===== src/rtl/hazard_ctrl_param.sv =====
// Decode-stage hazard controller: tracks in-flight destinations over DEPTH stages,
// raises load-use stalls, registers per-source bypass selects, squashes wrong-path slots and latches halt.
module hazard_ctrl_param #(
  parameter int NUM_SRC     = 2,
  parameter int ADDR_W      = 4,
  parameter int DEPTH       = 2,
  parameter int LOAD_LAT    = 1,
  parameter int FLUSH_SLOTS = 2
) (
  input  logic                        clk,
  input  logic                        rst_n,
  input  logic                        dec_valid,
  input  logic [NUM_SRC-1:0]          dec_rd_en,
  input  logic [NUM_SRC*ADDR_W-1:0]   dec_rd_addr,
  input  logic                        dec_we,
  input  logic [ADDR_W-1:0]           dec_dst,
  input  logic                        dec_is_load,
  input  logic                        dec_hlt,
  input  logic                        flow_change,
  input  logic                        ext_stall,
  output logic                        issue,
  output logic                        stall_fetch,
  output logic                        load_use,
  output logic [NUM_SRC*DEPTH-1:0]    byp_sel,
  output logic                        hlt_wb,
  output logic [DEPTH-1:0]            inflight_we
);

  localparam int FW = $clog2(FLUSH_SLOTS + 1);
  localparam logic [FW-1:0] FLUSH_INIT = FW'(FLUSH_SLOTS - 1);

  logic [DEPTH-1:0]                ent_v;
  logic [DEPTH-1:0]                ent_we;
  logic [DEPTH-1:0]                ent_ld;
  logic [DEPTH-1:0][ADDR_W-1:0]    ent_dst;
  logic [FW-1:0]                   flush_cnt;
  logic                            halt_latch;
  logic [DEPTH-1:0]                hlt_pipe;
  logic                            squash;
  logic                            hazard_any;
  logic [NUM_SRC*DEPTH-1:0]        byp_nxt;
  logic [NUM_SRC-1:0][ADDR_W-1:0]  src_addr;

  assign src_addr = dec_rd_addr;

  // Handshake: ID advances into EX exactly when issue=1; stall_fetch=1 holds PC and IM_ID.
  // A squashed slot is dropped (bubble) without stalling, so squash wins over load_use.
  assign squash = flow_change | (flush_cnt != '0) | halt_latch;

  always_comb begin
    hazard_any = 1'b0;
    for (int i = 0; i < NUM_SRC; i++) begin
      for (int k = 0; k < LOAD_LAT; k++) begin
        if (dec_rd_en[i] && (src_addr[i] != '0) && ent_v[k] && ent_we[k] &&
            ent_ld[k] && (ent_dst[k] == src_addr[i]))
          hazard_any = 1'b1;
      end
    end
  end

  assign load_use    = dec_valid & ~squash & hazard_any;
  assign issue       = dec_valid & ~squash & ~load_use & ~ext_stall;
  assign stall_fetch = load_use | halt_latch | ext_stall;
  assign inflight_we = ent_v & ent_we;

  // Scan oldest to youngest so the youngest matching producer overwrites the row.
  always_comb begin
    byp_nxt = '0;
    if (issue) begin
      for (int i = 0; i < NUM_SRC; i++) begin
        for (int k = DEPTH - 1; k >= 0; k--) begin
          if (dec_rd_en[i] && (src_addr[i] != '0) && ent_v[k] && ent_we[k] &&
              (ent_dst[k] == src_addr[i])) begin
            byp_nxt[i*DEPTH +: DEPTH] = '0;
            byp_nxt[i*DEPTH + k]      = 1'b1;
          end
        end
      end
    end
  end

  always_ff @(posedge clk or negedge rst_n) begin
    if (!rst_n) begin
      ent_v      <= '0;
      ent_we     <= '0;
      ent_ld     <= '0;
      ent_dst    <= '0;
      flush_cnt  <= '0;
      halt_latch <= 1'b0;
      hlt_pipe   <= '0;
      hlt_wb     <= 1'b0;
      byp_sel    <= '0;
    end else if (!ext_stall) begin
      for (int k = DEPTH - 1; k >= 1; k--) begin
        ent_v[k]   <= ent_v[k-1];
        ent_we[k]  <= ent_we[k-1];
        ent_ld[k]  <= ent_ld[k-1];
        ent_dst[k] <= ent_dst[k-1];
        hlt_pipe[k] <= hlt_pipe[k-1];
      end
      ent_v[0]   <= issue;
      ent_we[0]  <= issue & dec_we;
      ent_ld[0]  <= issue & dec_is_load;
      ent_dst[0] <= issue ? dec_dst : '0;
      // The halt marker rides alongside the entries; write-back is one stage past the last entry.
      hlt_pipe[0] <= issue & dec_hlt;
      hlt_wb      <= hlt_wb | hlt_pipe[DEPTH-1];
      if (issue && dec_hlt)
        halt_latch <= 1'b1;
      if (flow_change)
        flush_cnt <= FLUSH_INIT;
      else if (flush_cnt != '0)
        flush_cnt <= flush_cnt - 1'b1;
      byp_sel <= byp_nxt;
    end
  end

endmodule

===== config.mk =====
export PLATFORM = sky130hd
export DESIGN_NAME = hazard_ctrl_param
export DESIGN_NICKNAME = d
export VERILOG_FILES = /design/src/rtl/hazard_ctrl_param.sv
export SDC_FILE = /design/constraint.sdc
export NUM_CORES = 1
export LEC_CHECK = 0
export CAP_MARGIN = 20
export CORE_MARGIN = 4
export CORE_UTILIZATION = 30
export DETAILED_ROUTE_END_ITERATION = 8
export GPL_ROUTABILITY_DRIVEN = 1
export SYNTH_ARGS = -nofsm -noshare
export SYNTH_HDL_FRONTEND = slang
export SYNTH_SLANG_ARGS = --single-unit

===== constraint.sdc =====
create_clock -name clk -period 5.5 [get_ports clk]
set_clock_uncertainty 0.15 [all_clocks]
set_input_delay 0.55 -clock clk [delete_from_list [all_inputs] [get_ports clk]]
set_output_delay 0.55 -clock clk [all_outputs]
set_load 0.02 [all_outputs]

==> results of run 1 <==
==> cell families after synthesis <==
group	Yosys count	synth area share [%]
compound gates	24	17.0
buf+inv	7	2.18
simple gates	29	15.9
xor+xnor	13	9.46
flops	23	47.8
fa+ha+maj	1	1.04
mux	7	6.55
==> cell usage after synthesis, types with 2 or more instances <==
| cell type | n | area share, % |
|---|---|---|
| a21o_1 | 2 | 1.2 |
| a21oi_1 | 2 | 0.83 |
| a22o_1 | 9 | 6.5 |
| clkbuf_1 | 2 | 0.62 |
| dfrtp_1 | 23 | 48 |
| inv_1 | 4 | 1.2 |
| mux2_2 | 7 | 6.5 |
| nand2_1 | 6 | 1.9 |
| nand4_1 | 4 | 2.1 |
| nor2_1 | 3 | 0.94 |
| nor2b_1 | 2 | 1.0 |
| nor3_1 | 6 | 2.5 |
| o31ai_1 | 2 | 1.2 |
| o41ai_1 | 2 | 1.5 |
| xnor2_1 | 10 | 7.3 |
| xor2_1 | 3 | 2.2 |
==> final timing paths <==
kind / to / cells past startpoint
worst min register to register: hlt_wb$_DFFE_PN0N_ / 1
worst min-delay path: hlt_wb$_DFFE_PN0N_ / 1
worst max-delay path: issue / 5
max in group asynchronous: byp_sel[3]$_DFFE_PN0N_ / 2
min in group asynchronous: byp_sel[1]$_DFFE_PN0N_ / 1
worst max register to register: byp_sel[3]$_DFFE_PN0N_ / 7
==> layout by cell type (no fill, tap or decap), types with 2 or more instances in the layout <==
master / netlist / layout
o41ai_1: 2 / 2
dfrtp_1: 23 / 23
nand4_1: 4 / 4
clkdlybuf4s50_1: 0 / 31
nand2_1: 6 / 6
a21o_1: 2 / 2
mux2_2: 7 / 7
a22o_1: 9 / 9
nor3_1: 6 / 6
nor2b_1: 2 / 2
xnor2_1: 10 / 10
inv_1: 4 / 4
xor2_1: 3 / 3
nor2_1: 3 / 3
a21oi_1: 2 / 2
clkbuf_8: 0 / 3
o31ai_1: 2 / 2
==> registers in the layout, indices dropped and copies added (netlist names) <==
name        count
byp_sel         4
ent_v           2
ent_dst         8
ent_ld          1
ent_we          2
hlt_wb          1
flush_cnt       2
hlt_pipe        2
halt_latch      1
==> through the flow <==
stage | worst slack, ns | area [um^2]
floorplan | 3.10 | 1200
global placement | 1.79 | 1560
detailed placement | 1.73 | 1560
CTS | 1.73 | 1610
global route | 1.53 | 1620
finish | 1.75 | 1620
==> layout make-up <==
cell class | count | area, um^2 | share of cell area (%)
clock buffers | 4 | 45.0 | 2.78
flip-flops and latches | 23 | 576 | 35.5
well taps | 48 | 60.1 | 3.70
repair buffers | 32 | 325 | 20.0
inverters | 4 | 15.0 | 0.925
multi-input cells | 74 | 602 | 37.1
==> power by group <==
| group | internal, mW | switching (mW) | total [mW] | leakage, nW |
|---|---|---|---|---|
| Combinational | 0.0597 | 0.0527 | 0.112 | 0.334 |
| Clock | 0.0517 | 0.0536 | 0.105 | 0.0228 |
| Sequential | 0.192 | 0.0206 | 0.213 | 0.312 |
==> metal layers <==
layer  vias to the layer above  track usage (%)  part of all wire (%)
li1                        460                -                     -
met1                       445             14.5                    46
met2                        23             18.4                    47
met3                         5             3.23                   5.4
met4                         0             3.76                   1.4
met5                         -                0                     0
==> reports/qor.csv, run 1 <==
stage,metric,value,unit
worst_setup_path,CP Data Arrival Time,3.05,ns
floorplanning,die width,71.3,um
cells_and_area,fin util,43.0,%
cts,clk_lat worst skew,0.27,ns
detailed_routing,routed wire length,2.71,mm
sta,RSZ-0062 raised after global routing,no,
yosys,sequential area share after synthesis,47.8,%
grt,vias in the first global route,973,
cells_and_area,diode count,0,
yosys,Synth cell types,33,
sta,Slew Limit Fails,0,
power,Tot Pwr,0.430,mW
place,Buffers on Ports,31,
sta,final hold vios,0,
worst_setup_path,most common cell type on the critical path,clkdlybuf4s50_1,
worst_setup_path,worst r2r src,flush_cnt[0]$_DFFE_PN0P_,
yosys,syn nets,127,
place,HPWL after DPL,2.13,mm
grt,Total GRT Usage,11.3,%
worst_setup_path,CP startpoint,ext_stall,
worst_setup_path,"reg-to-reg slack, setup",3.44,ns
yosys,synthesized flop and latch total,23,
sta,Tcrit/Tclk final,68.2,%
cts,CTS sink count,23,
yosys,Post-Syn Instances,104,
floorplanning,IO Pins,32,
cells_and_area,layout cells sized above 1,11.7,%
floorplanning,Die Ht,71.3,um
power,peak supply drop,144,uV
min_path,HP Class,reg2reg,
floorplanning,Starting Density,31.9,%
sta,Finish-stage setup viols,0,
sta,final setup TNS,0,ns
cts,post-CTS setup buffers,0,
detailed_routing,DRC violations left,0,
run_status,outcome,"finished, final reports clean",
yosys,ys async rst share,100,%
grt,first-pass GRT wire length,4.55,mm
cts,Resize count post-CTS,0,
sta,max_slew headroom,34.5,%
worst_setup_path,Worst path slowest cell,clkdlybuf4s50_1,
yosys,"EDFF count, synth",0,
grt,initial antenna violation count,0,
grt,largest net degree at the start of global routing,28,
cells_and_area,fill count,346,
min_path,Hold Startpoint,hlt_wb$_DFFE_PN0N_,
sta,FMAX,0.267,GHz
cells_and_area,Layout Cells excl Fill,185,
floorplanning,FP Rows,22,
worst_setup_path,CP peak stage delay,0.91,ns
job,MaxCap Viol Count,0,
place,Placer Congestion,0.729,
cells_and_area,nets,161,
detailed_routing,drt pass-1 iters,4,
worst_setup_path,crit-path cells,"clkdlybuf4s50_1, nor2_1, nand3_1, a211oi_4, clkdlybuf4s50_1",
cells_and_area,Synth-to-Final Area Change,34.8,%
floorplanning,die area,5090,um^2
sta,Worst-Margin Slew,0.979,ns
detailed_routing,initial DRC count,60,
sta,Min Hold Slack,0.311,ns
yosys,predominant post-synthesis flop cell,dfrtp_1,
worst_setup_path,WP buf/inv,2,
detailed_routing,via count,933,
worst_setup_path,WP data required,4.80,ns
power,power per cell area,265,nW/um^2
cts,H-Tree Depth,1,
yosys,Synthesis Warnings,0,
grt,total gr overflow,0,
worst_setup_path,CP max FO,27,
cts,TritonCTS Buffers,3,
worst_setup_path,Top delay family on crit path,buffers and inverters,
detailed_routing,post-DR wirelength/cell,14.7,um
floorplanning,CORE AREA,3770,um^2
cts,CTS tree,yes,
cts,Longest Clk Path Bufs,2,
cts,clk root buf,clkbuf_8,
worst_setup_path,Worst Setup Start Kind,input pin,
worst_setup_path,Worst setup EP type,output pin,
cts,clock slew at reported path FFs,0.08,ns
power,Pleak,0.668,nW
cts,hold_buf cts,0,
detailed_routing,Antenna Nets Post-Route,0,
sta,min Tclk post-route,3.75,ns
detailed_routing,via density per instance,5.04,
yosys,post-synthesis cell area,1200,um^2
place,DP Cell Count,180,
yosys,Syn Area/Cell,11.6,um^2
worst_setup_path,WS Path Type,in2out,
Note: power is estimated with default switching activity, not from simulation.
==> run 2: changes to the inputs <==
Clock period 5.5 ns to 3.9 ns, I/O delays scaled along.
==> run 2 against run 1 <==
Compared with the run above:
- sequential power grew 40%
- hold slack is essentially flat
- sequential cell count is the same
- first-iteration DRC count shrank 3.3%
- register-to-register slack lost 1.6 ns
- global-route usage grew 0.22 points
- worst setup slack lost 1.0 ns
- final area grew 0.46%
- critical path depth grew 2
- final cell count grew 0.54%
- largest power group unchanged
==> reports/qor.csv, run 2 (synthesis results as in run 1) <==
stage,metric,value,unit,change
run_status,outcome,"finished, final reports clean",,
detailed_routing,DRC violations left,0,,unchanged
cells_and_area,diode count,0,,unchanged
sta,FMAX,0.314,GHz,
sta,Worst-Margin Slew,0.511,ns,-0.468 ns
floorplanning,Die Ht,71.3,um,unchanged
sta,Finish-stage setup viols,0,,unchanged
detailed_routing,post-DR wirelength/cell,14.2,um,-3.3%
sta,max_slew headroom,65.8,%,+31 points
worst_setup_path,worst r2r src,flush_cnt[0]$_DFFE_PN0P_,,
cells_and_area,layout cells sized above 1,12.3,%,+0.64 points
power,power per cell area,370,nW/um^2,+40%
cts,clock slew at reported path FFs,0.08,ns,about the same
cts,clk_lat worst skew,0.26,ns,about the same
detailed_routing,drt pass-1 iters,5,,+1
place,placed instance area,1570,um^2,+0.48%
cells_and_area,nets,162,,+0.62%
cts,CTS sink count,23,,unchanged
grt,initial antenna violation count,0,,unchanged
detailed_routing,initial DRC count,58,,-3.3%
detailed_routing,routed wire length,2.64,mm,-2.8%
detailed_routing,via density per instance,4.96,,-1.6%
worst_setup_path,Worst Setup Start Kind,input pin,,
grt,total gr overflow,0,,unchanged
grt,vias in the first global route,952,,-2.2%
detailed_routing,via count,923,,-1.1%
worst_setup_path,Worst setup EP type,output pin,,
floorplanning,die area,5090,um^2,unchanged
cts,H-Tree Depth,1,,unchanged
worst_setup_path,R2R depth,7,,unchanged
cells_and_area,Synth-to-Final Area Change,35.4,%,
power,Pleak,0.673,nW,+0.72%
worst_setup_path,WS Path Type,in2out,,
worst_setup_path,FF-to-FF End,byp_sel[3]$_DFFE_PN0N_,,
grt,Total GRT Usage,11.5,%,+0.22 points
worst_setup_path,WP data required,3.36,ns,-1.44 ns
cts,TritonCTS Buffers,3,,unchanged
worst_setup_path,"reg-to-reg slack, setup",1.85,ns,-1.59 ns
cells_and_area,Finished Cell Area,1630,um^2,+0.46%
grt,first-pass GRT wire length,4.57,mm,+0.44%
sta,final hold vios,0,,unchanged
floorplanning,CORE AREA,3770,um^2,unchanged
sta,final setup TNS,0,ns,unchanged
job,MaxCap Viol Count,0,,unchanged
detailed_routing,Antenna Nets Post-Route,0,,unchanged
cells_and_area,most frequent cells in the layout,"clkdlybuf4s50_1, dfrtp_1, xnor2_1, a22o_1, mux2_2",,
cells_and_area,max reg flops,8,,unchanged
min_path,HP Class,in2async,,
cts,post-CTS setup buffers,0,,unchanged
worst_setup_path,CP Data Arrival Time,2.64,ns,-0.41 ns
place,Buffers on Ports,31,,unchanged
cts,hold_buf cts,0,,unchanged
floorplanning,FP Rows,22,,unchanged
sta,Tcrit/Tclk final,81.6,%,
sta,Slew Limit Fails,0,,unchanged
cells_and_area,Largest Register,ent_dst,,
worst_setup_path,CP max FO,6,,-78%
cts,CTS tree,yes,,
sta,RSZ-0062 raised after global routing,no,,
cells_and_area,top flop regs,"ent_dst: 8 flops, byp_sel: 4 flops",,
floorplanning,IO Pins,32,,unchanged
power,peak supply drop,165,uV,+14%
floorplanning,die width,71.3,um,unchanged
cts,clk root buf,clkbuf_8,,
cells_and_area,"most common cell after layout, fill and taps aside",clkdlybuf4s50_1,,
grt,largest net degree at the start of global routing,27,,-3.6%
cts,Resize count post-CTS,0,,unchanged
floorplanning,Starting Density,31.9,%,unchanged
cts,Longest Clk Path Bufs,2,,unchanged
place,Placer Congestion,0.736,,+0.96%
sta,min Tclk post-route,3.18,ns,
place,HPWL after DPL,2.11,mm,-0.75%
[run 2: worst max-delay path by stage]
stage                                 from  endpoint  cells after the start
detailed placement          dec_rd_addr[4]  load_use                      7
floorplan           ent_dst[0]$_DFFE_PN0N_  load_use                      5
finish                      dec_rd_addr[7]  load_use                      7
global placement            dec_rd_addr[7]  load_use                      7
global route                dec_rd_addr[7]  load_use                      7
CTS                         dec_rd_addr[4]  load_use                      7
[run 2: layer usage]
| metal | track usage [%] | wire (um) |
|---|---|---|
| met5 | 0 | 0 |
| met1 | 15.1 | 1190 |
| met4 | 5.01 | 39 |
| met2 | 18.0 | 1280 |
| met3 | 3.09 | 121 |
[run 2: final cells by class]
type                            count  area (um^2)
Clock buffer                        4         45.0
Fill cell                         348         2140
Inverter                            4         15.0
Tap cell                           48         60.1
Sequential cell                    23          576
Multi-Input combinational cell     74          602
Timing Repair Buffer               33          333
[run 2: report_power, final]
| part | total (mW) | switching (mW) | leakage, nW | internal, mW |
|---|---|---|---|---|
| Sequential | 0.299 | 0.0284 | 0.312 | 0.271 |
| Combinational | 0.157 | 0.0725 | 0.339 | 0.0848 |
| Clock | 0.147 | 0.0738 | 0.0228 | 0.0729 |
[run 2: critical path, cell delays in order]
cell,delay (ns)
clkdlybuf4s50_1,0.60
xnor2_1,0.16
nand4_1,0.15
nor4_4,0.39
o2111ai_1,0.22
nor2_1,0.12
clkdlybuf4s50_1,0.61
[run 2: stage by stage]
stage	total power, mW	hold slack (ns)	instances	worst slack [ns]	util [%]
2_1_floorplan	0.391	-0.0556	104	1.82	-
4_1_cts	0.611	0.318	185	0.699	42.8
3_5_place_dp	0.464	0.300	181	0.702	41.6
3_3_place_gp	0.453	0.289	181	0.712	41.6
6_report	0.603	0.311	186	0.716	43.2
5_1_grt	0.645	0.345	186	0.569	43.2
==> run 3: changes to the inputs <==
Clock period 3.9 ns to 2.8 ns, I/O delays scaled along.
==> run 3 against run 2 <==
Compared with the run above:
- register-to-register slack got worse by 1.1 ns
- first-iteration DRC count shrank 52%
- via count up 9.8%
==> reports/qor.csv, run 3 (synthesis results as in run 1) <==
stage,metric,value,unit,change
cts,Longest Clk Path Bufs,2,,unchanged
detailed_routing,via density per instance,5.14,,+3.6%
cells_and_area,fin util,45.7,%,+2.5 points
job,MaxCap Viol Count,0,,unchanged
detailed_routing,post-DR wirelength/cell,15.9,um,+12%
power,peak supply drop,228,uV,+38%
detailed_routing,drt pass-1 iters,4,,-1
grt,Total GRT Usage,13.1,%,+1.5 points
cells_and_area,fill count,351,,+0.86%
cts,CTS tree,yes,,
cells_and_area,diode count,0,,unchanged
sta,Tcrit/Tclk final,97.0,%,
detailed_routing,routed wire length,3.13,mm,+19%
worst_setup_path,worst r2r src,ent_dst[3]$_DFFE_PN0N_,,
detailed_routing,DRC violations left,0,,unchanged
floorplanning,CORE AREA,3770,um^2,unchanged
floorplanning,die width,71.3,um,unchanged
place,placed instance area,1660,um^2,+5.7%
sta,Slew Limit Fails,0,,unchanged
worst_setup_path,Worst setup EP type,output pin,,
grt,first-pass GRT wire length,5.23,mm,+14%
place,HPWL after DPL,2.45,mm,+16%
sta,max_slew headroom,76.0,%,+10 points
min_path,HP Class,in2async,,
power,power per cell area,507,nW/um^2,+37%
cells_and_area,Synth-to-Final Area Change,43.1,%,
floorplanning,FP Rows,22,,unchanged
run_status,outcome,"finished, final reports clean",,
cells_and_area,"most common cell after layout, fill and taps aside",clkdlybuf4s50_1,,
sta,FMAX,0.368,GHz,
power,Tot Pwr,0.873,mW,+45%
place,Buffers on Ports,31,,unchanged
detailed_routing,initial DRC count,28,,-52%
worst_setup_path,CP max FO,3,,-3
detailed_routing,Antenna Nets Post-Route,0,,unchanged
sta,final hold vios,0,,unchanged
worst_setup_path,Worst Setup Start Kind,input pin,,
cells_and_area,Largest Register,ent_dst,,
worst_setup_path,"reg-to-reg slack, setup",0.74,ns,-1.11 ns
cells_and_area,layout cells sized above 1,19.5,%,+7.1 points
worst_setup_path,FF-to-FF End,hlt_pipe[0]$_DFFE_PN0N_,,
worst_setup_path,WP data required,2.37,ns,-0.99 ns
cells_and_area,nets,173,,+6.8%
detailed_routing,via count,1013,,+9.8%
floorplanning,IO Pins,32,,unchanged
floorplanning,Die Ht,71.3,um,unchanged
grt,largest net degree at the start of global routing,27,,unchanged
worst_setup_path,CP startpoint,dec_rd_addr[0],,
sta,RSZ-0062 raised after global routing,no,,
cts,CTS sink count,23,,unchanged
sta,Finish-stage setup viols,0,,unchanged
cts,clk root buf,clkbuf_8,,
sta,min Tclk post-route,2.72,ns,
cts,TritonCTS Buffers,3,,unchanged
cts,clock slew at reported path FFs,0.09,ns,about the same
worst_setup_path,Setup crit end,issue,,
place,Placer Congestion,0.887,,+21%
sta,Worst-Margin Slew,0.357,ns,-0.154 ns
floorplanning,Starting Density,31.9,%,unchanged
worst_setup_path,WS Path Type,in2out,,
cells_and_area,Finished Cell Area,1720,um^2,+5.7%
grt,total gr overflow,0,,unchanged
grt,initial antenna violation count,0,,unchanged
cells_and_area,max reg flops,8,,unchanged
worst_setup_path,CP Data Arrival Time,2.29,ns,-0.35 ns
grt,vias in the first global route,1070,,+12%
cells_and_area,top flop regs,"ent_dst: 8 flops, byp_sel: 4 flops",,
cts,H-Tree Depth,1,,unchanged
cts,clk_lat worst skew,0.27,ns,about the same
sta,final setup TNS,0,ns,unchanged
floorplanning,die area,5090,um^2,unchanged
power,Pleak,0.750,nW,+11%
cells_and_area,most frequent cells in the layout,"clkdlybuf4s50_1, dfrtp_1, buf_4, xnor2_1, a22o_1",,
worst_setup_path,R2R depth,7,,unchanged
-- run 3: worst min path at each step --
stage / startpoint / end / slack, ns / cells past startpoint
floorplan: rst_n / byp_sel[0]$_DFFE_PN0N_ / -0.17 / 0
global placement: hlt_wb$_DFFE_PN0N_ / hlt_wb$_DFFE_PN0N_ / 0.29 / 1
detailed placement: hlt_wb$_DFFE_PN0N_ / hlt_wb$_DFFE_PN0N_ / 0.31 / 1
CTS: rst_n / hlt_wb$_DFFE_PN0N_ / 0.21 / 2
global route: rst_n / hlt_wb$_DFFE_PN0N_ / 0.24 / 2
finish: rst_n / hlt_wb$_DFFE_PN0N_ / 0.20 / 2
-- run 3: critical path, cell delays in order --
cell and delay [ns]:
clkdlybuf4s50_1 0.47, nor3_1 0.29, o21a_1 0.19, buf_4 0.12
nor4b_4 0.04, a211oi_4 0.24, clkdlybuf4s50_1 0.65
-- run 3: routing by layer --
metal  track usage, %  vias up  routed length (um)
met5                0        -                   0
met4             5.43        0                  59
met3             2.52        7                 157
met2             21.5       34                1570
met1             16.7      495                1340
li1                 -      477                   -
-- run 3: cell type report --
class	instances	area [um^2]	share of cell area, %
clock inverter	1	7.51	0.436
sequential	23	576	33.4
timing repair buffer	44	413	24.0
multi-input combinational	74	611	35.4
tap	48	60.1	3.49
inverter	4	15.0	0.871
clock buffer	3	41.3	2.40
-- run 3: report_power, final --
| part | internal [mW] | total [mW] | leakage (nW) | switching, mW |
|---|---|---|---|---|
| clock network | 0.101 | 0.215 | 0.0217 | 0.114 |
| logic | 0.129 | 0.237 | 0.417 | 0.109 |
| registers | 0.377 | 0.420 | 0.312 | 0.0433 |
| total | 0.607 | 0.873 | 0.750 | 0.266 |
-- run 3: stage by stage --
stage	setup WS [ns]	std cells	hold WS, ns
after detailed placement	0.0329	193	0.308
after global routing	0.00596	197	0.240
after global placement	0.0173	193	0.290
after CTS	0.0194	197	0.208
after floorplan	0.828	104	-0.166
final	0.0840	197	0.200
-- run 3: what timing repair did --
| item | in CTS | in global routing |
|---|---|---|
| hold endpoints to repair | 0 | 0 |
| setup endpoints to repair | 0 | 3 |
| gates resized for setup | 0 | 3 |
| hold buffers | 0 | 0 |
| setup buffers | 0 | 0 |
